===== src/rtl/dmem_arb_pkg.sv =====
// Shared constants and types for the data-memory burst arbiter.
// Memory geometry: 64-bit words, 16-bit word address, 49152 valid words.
package dmem_arb_pkg;

  localparam int ADDR_W    = 16;
  localparam int DATA_W    = 64;
  localparam int LEN_W     = 8;
  localparam int MEM_DEPTH = 49152;

  typedef enum logic [1:0] {
    IDLE,
    BURST,
    FINISH,
    ERROR
  } state_e;

  // Width of a requester index; stays at least 1 bit for a single requester.
  function automatic int idx_width(input int n);
    return (n > 1) ? $clog2(n) : 1;
  endfunction

endpackage


===== src/rtl/dmem_burst_arbiter_if.sv =====
// Requester and memory-port signals of the burst arbiter.
// The slave side is the arbiter; the master side is the requesters plus memory.
interface dmem_burst_arbiter_if #(
  parameter int NUM_REQ = 2
);
  import dmem_arb_pkg::*;

  logic [NUM_REQ-1:0]        reqValid;
  logic [NUM_REQ-1:0]        reqWrite;
  logic [NUM_REQ*ADDR_W-1:0] reqAddr;
  logic [NUM_REQ*LEN_W-1:0]  reqLen;
  logic [NUM_REQ*DATA_W-1:0] reqWData;
  logic [NUM_REQ-1:0]        beatAck;
  logic [NUM_REQ-1:0]        rdValid;
  logic [DATA_W-1:0]         rdData;
  logic [NUM_REQ-1:0]        done;
  logic [NUM_REQ-1:0]        err;
  logic                      busy;
  logic [ADDR_W-1:0]         memAddress;
  logic [DATA_W-1:0]         memInputData;
  logic                      memWriteEnable;
  logic [DATA_W-1:0]         memOut;

  modport slave (
    input  reqValid, reqWrite, reqAddr, reqLen, reqWData, memOut,
    output beatAck, rdValid, rdData, done, err, busy,
           memAddress, memInputData, memWriteEnable
  );

  modport master (
    output reqValid, reqWrite, reqAddr, reqLen, reqWData, memOut,
    input  beatAck, rdValid, rdData, done, err, busy,
           memAddress, memInputData, memWriteEnable
  );

endinterface


===== src/rtl/rr_select.sv =====
// Combinational round-robin pick: first asserted request after rr_ptr_i,
// wrapping modulo NUM_REQ, so the last-served requester has lowest priority.
module rr_select
  import dmem_arb_pkg::*;
#(
  parameter int NUM_REQ = 2,
  parameter int IDX_W   = idx_width(NUM_REQ)
) (
  input  logic [NUM_REQ-1:0] req_valid_i,
  input  logic [IDX_W-1:0]   rr_ptr_i,
  output logic [IDX_W-1:0]   grant_o,
  output logic               any_valid_o
);

  always_comb begin
    // NOTE: every output gets a default before the loop so no path leaves it unassigned (no latch).
    grant_o     = '0;
    any_valid_o = 1'b0;
    for (int k = 1; k <= NUM_REQ; k++) begin
      if (!any_valid_o && req_valid_i[(int'(rr_ptr_i) + k) % NUM_REQ]) begin
        any_valid_o = 1'b1;
        grant_o     = IDX_W'((int'(rr_ptr_i) + k) % NUM_REQ);
      end
    end
  end

endmodule


===== src/rtl/dmem_burst_arbiter.sv =====
// Round-robin burst arbiter in front of the single-port data memory: one burst
// of consecutive words per grant, with per-beat ack and read-valid back to the owner.
module dmem_burst_arbiter
  import dmem_arb_pkg::*;
#(
  parameter int NUM_REQ = 2,
  parameter int IDX_W   = idx_width(NUM_REQ)
) (
  input logic                 clk,
  input logic                 reset,
  dmem_burst_arbiter_if.slave bus
);

  state_e             state_q, state_d;
  logic [IDX_W-1:0]   g_q, g_d;
  logic [IDX_W-1:0]   rr_ptr_q, rr_ptr_d;
  logic               write_q, write_d;
  logic [ADDR_W-1:0]  cur_addr_q, cur_addr_d;
  logic [ADDR_W-1:0]  last_addr_q, last_addr_d;
  logic [LEN_W-1:0]   remaining_q, remaining_d;
  logic               rd_pend_q, rd_pend_d;
  logic [IDX_W-1:0]   rd_g_q, rd_g_d;

  logic [IDX_W-1:0]   sel_idx;
  logic               any_valid;
  logic [ADDR_W-1:0]  sel_addr;
  logic [LEN_W-1:0]   sel_len;
  logic [ADDR_W:0]    sel_end;
  logic               sel_legal;

  logic [NUM_REQ-1:0] beat_ack;
  logic [NUM_REQ-1:0] rd_valid;
  logic [NUM_REQ-1:0] done_pulse;
  logic [NUM_REQ-1:0] err_pulse;
  logic               mem_we;
  logic [ADDR_W-1:0]  mem_addr;

  rr_select #(
    .NUM_REQ (NUM_REQ),
    .IDX_W   (IDX_W)
  ) u_rr_select (
    .req_valid_i (bus.reqValid),
    .rr_ptr_i    (rr_ptr_q),
    .grant_o     (sel_idx),
    .any_valid_o (any_valid)
  );

  // End address is formed one bit wider so a burst running past the top cannot wrap.
  assign sel_addr  = bus.reqAddr[int'(sel_idx)*ADDR_W +: ADDR_W];
  assign sel_len   = bus.reqLen[int'(sel_idx)*LEN_W +: LEN_W];
  assign sel_end   = {1'b0, sel_addr} + (ADDR_W+1)'(sel_len);
  assign sel_legal = (sel_len != '0) && (sel_end <= (ADDR_W+1)'(MEM_DEPTH));

  always_comb begin
    state_d     = state_q;
    g_d         = g_q;
    rr_ptr_d    = rr_ptr_q;
    write_d     = write_q;
    cur_addr_d  = cur_addr_q;
    last_addr_d = last_addr_q;
    remaining_d = remaining_q;
    rd_pend_d   = 1'b0;
    rd_g_d      = rd_g_q;
    beat_ack    = '0;
    done_pulse  = '0;
    err_pulse   = '0;
    mem_we      = 1'b0;
    mem_addr    = last_addr_q;

    unique case (state_q)
      IDLE: begin
        if (any_valid) begin
          g_d         = sel_idx;
          write_d     = bus.reqWrite[sel_idx];
          cur_addr_d  = sel_addr;
          remaining_d = sel_len;
          state_d     = sel_legal ? BURST : ERROR;
        end
      end
      BURST: begin
        beat_ack[g_q] = 1'b1;
        mem_we        = write_q;
        mem_addr      = cur_addr_q;
        last_addr_d   = cur_addr_q;
        cur_addr_d    = cur_addr_q + ADDR_W'(1);
        remaining_d   = remaining_q - LEN_W'(1);
        rd_pend_d     = !write_q;
        rd_g_d        = g_q;
        if (remaining_q == LEN_W'(1)) state_d = FINISH;
      end
      FINISH: begin
        done_pulse[g_q] = 1'b1;
        rr_ptr_d        = g_q;
        state_d         = IDLE;
      end
      ERROR: begin
        err_pulse[g_q] = 1'b1;
        rr_ptr_d       = g_q;
        state_d        = IDLE;
      end
      default: state_d = IDLE;
    endcase
  end

  // NOTE: state uses non-blocking assignments and a synchronous reset sampled on the clock edge.
  always_ff @(posedge clk) begin
    if (reset) begin
      state_q     <= IDLE;
      g_q         <= '0;
      rr_ptr_q    <= IDX_W'(NUM_REQ - 1);
      write_q     <= 1'b0;
      cur_addr_q  <= '0;
      last_addr_q <= '0;
      remaining_q <= '0;
      rd_pend_q   <= 1'b0;
      rd_g_q      <= '0;
    end else begin
      state_q     <= state_d;
      g_q         <= g_d;
      rr_ptr_q    <= rr_ptr_d;
      write_q     <= write_d;
      cur_addr_q  <= cur_addr_d;
      last_addr_q <= last_addr_d;
      remaining_q <= remaining_d;
      rd_pend_q   <= rd_pend_d;
      rd_g_q      <= rd_g_d;
    end
  end

  always_comb begin
    rd_valid = '0;
    if (rd_pend_q) rd_valid[rd_g_q] = 1'b1;
  end

  // Reset kills the in-flight beat immediately so the memory never sees a partial write.
  assign bus.beatAck        = reset ? '0 : beat_ack;
  assign bus.memWriteEnable = mem_we & ~reset;
  assign bus.memAddress     = mem_addr;
  assign bus.memInputData   = bus.reqWData[int'(g_q)*DATA_W +: DATA_W];
  assign bus.rdValid        = rd_valid;
  assign bus.rdData         = bus.memOut;
  assign bus.done           = done_pulse;
  assign bus.err            = err_pulse;
  assign bus.busy           = (state_q != IDLE);

endmodule


===== src/flat_wrapper.sv =====
// flat-port wrapper written by rule: the top's interface ports become plain ports
module dmem_burst_arbiter_flat import dmem_arb_pkg::*;
#(
  parameter int NUM_REQ = 2,
  parameter int IDX_W   = idx_width(NUM_REQ)
)
  (clk, reset, bus_reqValid, bus_reqWrite, bus_reqAddr, bus_reqLen, bus_reqWData, bus_memOut, bus_beatAck, bus_rdValid, bus_rdData, bus_done, bus_err, bus_busy, bus_memAddress, bus_memInputData, bus_memWriteEnable);
  dmem_burst_arbiter_if #(.NUM_REQ(NUM_REQ)) bus_i ();
  input logic clk;
  input logic reset;
  input wire logic [$bits(bus_i.reqValid)-1:0] bus_reqValid;
  input wire logic [$bits(bus_i.reqWrite)-1:0] bus_reqWrite;
  input wire logic [$bits(bus_i.reqAddr)-1:0] bus_reqAddr;
  input wire logic [$bits(bus_i.reqLen)-1:0] bus_reqLen;
  input wire logic [$bits(bus_i.reqWData)-1:0] bus_reqWData;
  input wire logic [$bits(bus_i.memOut)-1:0] bus_memOut;
  output wire logic [$bits(bus_i.beatAck)-1:0] bus_beatAck;
  output wire logic [$bits(bus_i.rdValid)-1:0] bus_rdValid;
  output wire logic [$bits(bus_i.rdData)-1:0] bus_rdData;
  output wire logic [$bits(bus_i.done)-1:0] bus_done;
  output wire logic [$bits(bus_i.err)-1:0] bus_err;
  output wire logic [$bits(bus_i.busy)-1:0] bus_busy;
  output wire logic [$bits(bus_i.memAddress)-1:0] bus_memAddress;
  output wire logic [$bits(bus_i.memInputData)-1:0] bus_memInputData;
  output wire logic [$bits(bus_i.memWriteEnable)-1:0] bus_memWriteEnable;
  assign bus_i.reqValid = bus_reqValid;
  assign bus_i.reqWrite = bus_reqWrite;
  assign bus_i.reqAddr = bus_reqAddr;
  assign bus_i.reqLen = bus_reqLen;
  assign bus_i.reqWData = bus_reqWData;
  assign bus_i.memOut = bus_memOut;
  assign bus_beatAck = bus_i.beatAck;
  assign bus_rdValid = bus_i.rdValid;
  assign bus_rdData = bus_i.rdData;
  assign bus_done = bus_i.done;
  assign bus_err = bus_i.err;
  assign bus_busy = bus_i.busy;
  assign bus_memAddress = bus_i.memAddress;
  assign bus_memInputData = bus_i.memInputData;
  assign bus_memWriteEnable = bus_i.memWriteEnable;
  dmem_burst_arbiter #(.NUM_REQ(NUM_REQ), .IDX_W(IDX_W)) u_core (.clk(clk), .reset(reset), .bus(bus_i));
endmodule

===== config.mk =====
export PLATFORM = sky130hd
export DESIGN_NAME = dmem_burst_arbiter_flat
export DESIGN_NICKNAME = d
export VERILOG_FILES = /design/src/rtl/dmem_arb_pkg.sv /design/src/rtl/dmem_burst_arbiter_if.sv /design/src/rtl/rr_select.sv /design/src/rtl/dmem_burst_arbiter.sv /design/src/flat_wrapper.sv
export SDC_FILE = /design/constraint.sdc
export NUM_CORES = 1
export LEC_CHECK = 0
export ABC_AREA = 1
export CORE_AREA = 2 2 155 157
export CTS_BUF_LIST = sky130_fd_sc_hd__clkbuf_16
export DETAILED_ROUTE_END_ITERATION = 12
export DIE_AREA = 0 0 157 159
export GPL_ROUTABILITY_DRIVEN = 0
export GPL_TIMING_DRIVEN = 0
export HOLD_SLACK_MARGIN = 0.08
export PLACE_DENSITY = 0.6
export SYNTH_ARGS = -nofsm -noshare
export SYNTH_HDL_FRONTEND = slang
export SYNTH_HIERARCHICAL = 1
export SYNTH_SLANG_ARGS = --single-unit

===== constraint.sdc =====
create_clock -name clk -period 3.8 [get_ports clk]
set_input_delay 0.57 -clock clk [delete_from_list [all_inputs] [get_ports clk]]
set_output_delay 0.57 -clock clk [all_outputs]
set_load 0.02 [all_outputs]

==> impl_metrics.csv <==
group,metric,value,unit
status,status,"complete, no violations",
global_routing,antenna_found_initial,4,
min_path,hold_path_class,"reg -> reg",
global_routing,grt_pass1_wl,33300,um
setup_path,crit_required,3.99,ns
timing,worst_slack,0.159,ns
power,powerDensity,345,nW/um^2
final_layout,drive_gt1_share,10.9,%
synthesis,ys_ff_latch,47,
global_routing,grt_overflow_total,0,
setup_path,crit_type,"in -> reg",
timing,setup_viol,0,
setup_path,slowest_delay,0.47,ns
timing,grt_setup_unrepaired,"no",
die,die_area,25000,um^2
synthesis,synth-edff-count,0,
final_layout,area_delta_synth_final,83.3,%
final_layout,stdcell_count,1488,
timing,slew_headroom,54.7,%
detailed_routing,drc,0,
timing,whs,0.470,ns
synthesis,yosys.area_share.simple,41.0,%
synthesis,synth_top_family_by_area,"simple AND/OR/NAND/NOR gates",
final_layout,n_antenna_cell,0,
synthesis,synth.net_count,1083,
cts,clk-insertion-delay-late,0.30,ns
cts,h-tree-depth,2,
synthesis,yosysMostFrequentCell,"nand2_1",
timing,period_needed,3.64,ns
synthesis,ys.warnings.count,6,
setup_path,r2r-start,"u_core/rr_ptr_q",
synthesis,synth.area.top_cells,"nand2_1 (26%), dfxtp_1 (20%), buf_4 (10%), inv_1 (5.6%), nor2_1 (4.5%)",
detailed_routing,vias,6331,
detailed_routing,viasPerCell,4.25,
synthesis,netlist_area,4720,um^2
cts,cts_tree,"yes",
final_layout,nNetsFinal,1426,
timing,slew_viol_final,0,
power,leakage,0.00392,uW
synthesis,synth_top_area_cell,"nand2_1",
detailed_routing,firstDrtPassIters,4,
die,fp-row-count,56,
synthesis,syn_inst,825,
synthesis,synthXorXnorAreaFrac,0.927,%
synthesis,synth_compound_area_share,14.4,%
setup_path,critPathCaptureType,"register",
flow_run,cap_violations,0,
cts,numCtsBuffers,5,
cts,cts_sinks,47,
detailed_routing,routed_wl,22900,um
global_routing,grt_max_degree,18,
place,dp_slack,-0.389,ns
timing,max_freq,0.275,GHz
setup_path,start_kind,"input port",
die,start_util,20.4,%
power,vdd_ir_drop_max,221,uV
synthesis,yosysTopAreaCellShare,26.1,%
synthesis,synthDistinctLibCells,45,
timing,skew,0.00504,ns
global_routing,grt_pass1_vias,5855,
synthesis,async_reset_ff_share,0,%
cts,clk_path_buf_depth,2,
timing,hold_violations,0,
setup_path,cpLargestDelayFamily,"simple AND/OR/NAND/NOR gates",
setup_path,crit_slowest_cell,"clkdlybuf4s50_1",
synthesis,synthAdderAreaFrac,3.34,%
global_routing,grtUsageTotal,17.2,%
die,num_io_pins,400,
detailed_routing,post_drt_wl_per_cell,15.4,um
synthesis,synthMuxAreaShare,0.212,%
die,die_h,159,um
detailed_routing,drt-initial-drc-count,330,
place,dpl.hpwl,19400,um
setup_path,path_buf_inv,7,
place,portBuffers,334,
setup_path,path_cells,"clkdlybuf4s50_1 > inv_1 > a21oi_2 > buf_6 > inv_8 > buf_6 > buf_6 > or2_2 > o21ai_0 > inv_1 > ha_2 > fa_1 > or2_2 > a21oi_2 > nand3_1 > nor2_1 > nand3_1 > nor2_1 > nand3_1 > nand2_1 > a21oi_2",
cts,cts-root-buf,"clkbuf_16",
die,coreArea,23200,um^2
min_path,min_from,"u_core/last_addr_q[5]",
detailed_routing,antenna_left,0,
place,post-place-cells,1478,
setup_path,startpoint,"bus_reqValid[1]",
synthesis,ys_seq_area_share,19.9,%
timing,fin_crit_sh,95.8,%
cts,clkTransAtPathRegs,0.07,ns
synthesis,postSynthAreaPerCell,5.73,um^2
setup_path,arrival,3.83,ns
die,die_width,157,um
final_layout,final_core_util,37.3,%
place,postPlaceCellArea,8470,um^2
synthesis,synth_ff_type,"dfxtp_1",
setup_path,cp_max_fo,10,
final_layout,final_area,8660,um^2
synthesis,netlist_top_cells_count,"nand2_1 (328), inv_1 (70), buf_4 (64), nor2_1 (57), dfxtp_1 (47)",
timing,worst_pin_slew,0.679,ns
-- cell families (layout without fill, tap and decap cells) --
family,count (synthesis),count (layout)
xor gates and xnor gates,5,5
AOI/OAI and AO/OA,113,113
adders and majority gates,12,12
DFF,47,47
and+or+nand+nor,467,467
muxes,1,1
buffers and inverters,180,524
-- per-layer routing --
metal	global-route usage (%)	vias up	part of all wire [%]
li1	-	3231	-
met4	3.88	8	1.8
met3	3.65	33	8.7
met1	21.8	2771	43
met2	29.7	288	47
met5	0	-	0.25
-- through the flow --
step	total power, uW	TNS [ns]
2_1_floorplan	1680	0
3_3_place_gp	2520	-0.352
3_5_place_dp	2530	-0.389
4_1_cts	3010	0
5_1_grt	3200	0
6_report	2990	0
-- power breakdown --
| group | switching [uW] | internal, uW |
|---|---|---|
| registers | 72.8 | 586 |
| clock network | 215 | 251 |
| logic | 1030 | 835 |
| total | 1320 | 1670 |
-- flip-flops by register name (all words and copies together), names as in the netlist --
name	count
u_core/rr_ptr_q	1
u_core/remaining_q	8
u_core/rd_g_q	1
u_core/state_q	2
u_core/cur_addr_q	16
u_core/last_addr_q	16
u_core/rd_pend_q	1
u_core/g_q	1
u_core/write_q	1
-- repair_timing --
action / in CTS / in global routing
endpoints found under the setup margin: 1 / 1
buffers inserted: 2 / 0
gates resized for setup: 1 / 6
hold buffers: 0 / 0
pin swaps: 0 / 0
-- cell type report --
type / count / area [um^2]
Sequential cell: 47 / 941
Timing Repair Buffer: 336 / 3360
Clock buffer: 5 / 125
Inverter: 80 / 308
Fill cell: 2518 / 14500
Clock inverter: 3 / 27.5
Multi-Input combinational cell: 598 / 2850
Tap cell: 319 / 399
Buffer: 100 / 651
-- tightest hold or removal path, delay by kind of cell, from the launching register on --
family / cells / cell delay, ns
compound gates: 1 / 0.06
buf+inv: 1 / 0.06
flops: 1 / 0.30
-- final timing paths --
kind | end | slack (ns) | cells after the start
worst max-delay path | u_core/state_q[1] | 0.16 | 21
worst min-delay path | u_core/last_addr_q[5] | 0.47 | 2
worst max register to register | u_core/state_q[1] | 0.60 | 19
worst min register to register | u_core/last_addr_q[5] | 0.47 | 2
-- cell usage in the layout (no fill, tap or decap), types with 3 or more instances in the layout --
cell type,instances
clkdlybuf4s50_1,334
nand2_1,326
inv_1,70
buf_4,67
nor2_1,57
dfxtp_1,47
nand3_1,37
a21oi_1,33
o21ai_0,32
clkbuf_1,21
a211oi_1,11
ha_1,10
or2_2,8
inv_2,8
nand2_2,8
nand4_1,8
buf_2,7
or2_1,6
a31oi_1,6
clkbuf_16,5
o22ai_1,5
o211ai_1,5
buf_1,4
nor2_2,4
nor3_1,4
xnor2_1,4
buf_6,3
o221ai_1,3
a22oi_1,3
a21oi_2,3
o21ai_1,3
No activity file was read; power rests on OpenSTA's default activity.
